<file path="src/rtl/add_4.sv">
// Purpose: PC-increment unit; forms pc_in + INC combinationally and keeps a registered copy with status flags.
// Latency: pc_out/carry/misaligned are zero-cycle; pc_out_q/carry_q/misaligned_q/valid_q are one cycle.
// Backpressure: none; no handshake, the registered side samples every clock edge.
//
// Ports:
//   clk, rst            rising-edge clock, synchronous active-high reset (registered side only)
//   pc_in               current program counter
//   pc_out, carry       (pc_in + INC) mod 2^WIDTH and the carry-out of that sum
//   misaligned          pc_in[1:0] != 0; reported only, no alignment correction applied
//   *_q, valid_q        registered copies; valid_q rises on the first non-reset edge
module add_4 #(
    parameter int WIDTH = 32,
    parameter int INC   = 4
) (
    input  logic             clk,
    input  logic             rst,
    input  logic [WIDTH-1:0] pc_in,
    output logic [WIDTH-1:0] pc_out,
    output logic             carry,
    output logic             misaligned,
    output logic [WIDTH-1:0] pc_out_q,
    output logic             carry_q,
    output logic             misaligned_q,
    output logic             valid_q
);

    // One extra bit on the adder so the carry-out falls out of a plain '+'
    // without any separate overflow logic on the critical path.
    localparam logic [WIDTH:0] INC_EXT = (WIDTH + 1)'(INC);

    logic [WIDTH:0] sum;

    assign sum        = {1'b0, pc_in} + INC_EXT;
    assign pc_out     = sum[WIDTH-1:0];
    assign carry      = sum[WIDTH];
    assign misaligned = |pc_in[1:0];

    always_ff @(posedge clk) begin
        if (rst) begin
            pc_out_q     <= '0;
            carry_q      <= 1'b0;
            misaligned_q <= 1'b0;
            valid_q      <= 1'b0;
        end else begin
            pc_out_q     <= pc_out;
            carry_q      <= carry;
            misaligned_q <= misaligned;
            valid_q      <= 1'b1;
        end
    end

endmodule

</file>
<file path="config.mk">
export PLATFORM = sky130hd
export DESIGN_NAME = add_4
export DESIGN_NICKNAME = d
export VERILOG_FILES = /design/src/rtl/add_4.sv
export SDC_FILE = /design/constraint.sdc
export NUM_CORES = 1
export LEC_CHECK = 0
export BUFFER_PORTS_ARGS = -buffer_cell sky130_fd_sc_hd__buf_2
export CORE_ASPECT_RATIO = 0.6
export CORE_UTILIZATION = 43
export CTS_CLUSTER_DIAMETER = 40
export DETAILED_ROUTE_END_ITERATION = 8
export GPL_TIMING_DRIVEN = 0
export MAX_ROUTING_LAYER = met4
export PLACE_DENSITY = 0.86
export REMOVE_ABC_BUFFERS = 1
export SLEW_MARGIN = 20
export SYNTH_ARGS = -nofsm -noshare
export SYNTH_HDL_FRONTEND = slang
export SYNTH_SLANG_ARGS = --single-unit
export TNS_END_PERCENT = 50
</file>
<file path="constraint.sdc">
create_clock -name clk -period 1.9 [get_ports clk]
set_input_delay 0.19 -clock clk [delete_from_list [all_inputs] [get_ports clk]]
set_output_delay 0.19 -clock clk [all_outputs]
set_load 0.005 [all_outputs]
</file>
==> metrics.md <==
| Metric | Value |
|---|---|
| Sequential power share | `a little under half` |
| Total Nets Final | `331` |
| GRT overflow | `0` |
| Placer Congestion | `0.773` |
| Layout cells sized above 1 | `between 40 and 50%` |
| Post-cts hold buffer count | `0` |
| Maximum ir drop on the vdd rail | `0.556 mV` |
| Minimum clock period | `1.83 ns` |
| Switching power | `between 0.4 and 0.5 mW` |
| Most frequent cells in the layout | `buf_2, dfxtp_1, nand2_1` |
| Vias in the first global route | `1,565` |
| Most common cell after layout, fill and taps aside | `buf_2` |
| CP startpoint kind | `input port` |
| Max_cap viols | `0` |
| Final worst slack | `0.0664 ns` |
| Final worst path period share | `between 90% and 100%` |
| Comb power frac | `~17%` |
| Seq/Total Area, Yosys | `slightly above 40%` |
| First-pass GRT wire length | `just over 7 mm` |
| Drt drc | `0` |
| Cell variety after synth | `32` |
| Avg Cell Area, Syn | `8.85 um^2` |
| Dpl ws | `-0.195 ns` |
| Final wirelength | `4.66 mm` |
| Row count | `17` |
| GRT Total Usage | `23.0%` |
| Sink count of the clock tree | `35` |
| Netlist area before placement | `0.00171 mm^2` |
| Least-Margin Pin Slew | `0.518 ns` |
| Final HPWL DP | `3.48 mm` |
| Switching Share | `between 20% and 30%` |
| CP top delay family | `simple AND/OR/NAND/NOR gates` |
| Seq cells post-synth | `35` |
| Yosys warns | `0` |
| Largest stage delay on the critical path | `0.36 ns` |
| Num CTS Buffers | `5` |
| CP max FO | `7` |
| Number of setup violations in the final report | `0` |
| Post-DR vias/cell | `5.26` |
| Slew HR | `65.5%` |
| Hold/Removal Path Class | `in -> reg` |
| Final hold violations | `0` |
| Die Y | `50.8 um` |
| Setup CP Type | `in -> out` |
| Setup TNS | `0 ns` |
| Clk root buf | `clkbuf_8` |
| Crit path top cell by count | `buf_2` |
| Post-route ant nets | `0` |
| Pleak | `1.13 nW` |
| Critical Path Sink Type | `output pin` |
| Drt first-iter violations | `76` |
| Worst EP required | `1.71 ns` |
| Clock power frac | `between 30 and 40%` |
| Clk buf depth | `2` |
| WL/cell | `13.6 um` |
| Initial antenna violation count | `0` |
| Vias | `between 1,500 and 2,000` |
| IO buf count | `102` |
| CP max-delay cell | `or3_1` |
| Syn Inst Count | `193` |
| DR pass1 iterations | `4` |
| Clk slew on worst S/H paths | `0.07 ns` |
| Pwr dens | `689 mW/mm^2` |
| CP Cell Sequence | `clkbuf_4 > ha_4 > nand4_4 > or2_4 > buf_2 > or3_1 > nand2_1 > buf_2` |
| Worst path buffer plus inverter count | `3` |
| TritonCTS clock tree | `built` |
| Initial Util | `a little under half` |
| Ports | `103` |
| Largest net degree at the start of global routing | `28` |
| Core area | `between 0.003 and 0.004 mm^2` |
| Status | `complete, no violations` |
| Htree depth | `2` |
| CP arrival | `1.64 ns` |
| Internal power | `1.24 mW` |
| Total Power | `between 1.5 and 2 mW` |
| Die area | `between 0.004 and 0.005 mm^2` |
| Area growth from synthesis to layout | `40.1%` |
| Max-slew violations | `0` |
| Fmax | `545 MHz` |
| Die width | `about 83 um` |
| Ant. Diodes | `0` |
synth_stat cells:
cell      count  area, um^2
or2_2         2        12.5
inv_1         3        11.3
mux2_2        5        56.3
nand4_1       7        43.8
a21oi_1      11        55.1
o31ai_1       8        60.1
and3_2        1        7.51
xnor2_1      12         105
or4_1         6        45.0
and4_1        7        61.3
nor3_1        4        20.0
nand3_1      12        60.1
and3_1        4        25.0
nor2b_1       7        43.8
clkbuf_1      3        11.3
or4_4         2        22.5
or3_1         4        25.0
o21ai_0       3        15.0
or2_1         1        6.26
dfxtp_1      35         701
and2_1       12        75.1
ha_1          1        12.5
nand2_2       1        6.26
buf_4         3        22.5
xor2_1        5        43.8
buf_6         1        11.3
nand2_1      19        71.3
nor2_1        9        33.8
nand4_2       2        25.0
clkbuf_2      1        5.00
nand3_2       1        10.0
buf_1         1        3.75
state kept, by name, summed over array words and instances (netlist names):
name / flops
pc_out_q: 32
valid_q: 1
misaligned_q: 1
carry_q: 1
power groups by stage:
| stage | combinational, mW | clock [mW] | sequential, mW |
|---|---|---|---|
| after detailed placement | 0.261 | 0 | 0.800 |
| final | 0.272 | 0.592 | 0.783 |
| after floorplan | 0.0918 | 0 | 0.808 |
| after global placement | 0.255 | 0 | 0.799 |
| after CTS | 0.265 | 0.605 | 0.783 |
| after global routing | 0.300 | 0.641 | 0.786 |
kinds of logic (layout without fill, tap and decap cells):
logic type	count (synthesis)	count (layout)	synth area share (%)
AO/OA/AOI/OAI	22	22	7.62
XOR/XNOR	17	17	8.72
adder cells (fa/ha/maj)	1	1	0.732
buffers and inverters	12	116	3.81
flip-flops	35	35	41.0
multiplexers	5	5	3.30
AND/OR/NAND/NOR	101	101	34.8
area by class of cell:
type / instances / area [um^2]
flip-flops and latches: 35 / 701
multi-input cells: 146 / 986
repair buffers: 105 / 536
well taps: 47 / 58.8
inverters: 3 / 11.3
clock buffers: 8 / 100
fillers: 332 / 1350
layer usage:
metal / vias up / global-route usage (%) / wire, um
li1: 892 / - / -
met1: 839 / 30.0 / 2250
met2: 78 / 34.6 / 2010
met3: 2 / 7.43 / 388
met4: 0 / 6.32 / 18
met5: - / - / 0
through the flow:
| step | hold WS, ns | area [um^2] | cells | util, % |
|---|---|---|---|---|
| final | 0.175 | 2390 | 344 | 63.9 |
| after global routing | 0.180 | 2390 | 344 | 63.9 |
| after CTS | 0.168 | 2340 | 341 | 62.6 |
| after detailed placement | 0.461 | 2220 | 333 | 59.4 |
| after global placement | 0.458 | 2220 | 333 | 59.4 |
| after floorplan | 0.257 | 1650 | 184 | - |
timing repair:
| action | CTS | global route |
|---|---|---|
| gates resized for setup | 4 | 9 |
| pin swaps | 1 | 2 |
| buffers inserted | 0 | 3 |
| endpoints found under the setup margin | 5 | 10 |
worst paths after layout:
kind                      from           to  slack (ns)  cells past startpoint
worst max-delay path  pc_in[2]   pc_out[16]        0.07                      8
worst min-delay path  pc_in[1]  pc_out_q[1]        0.18                      2
Power figures use the tool's default switching activity.
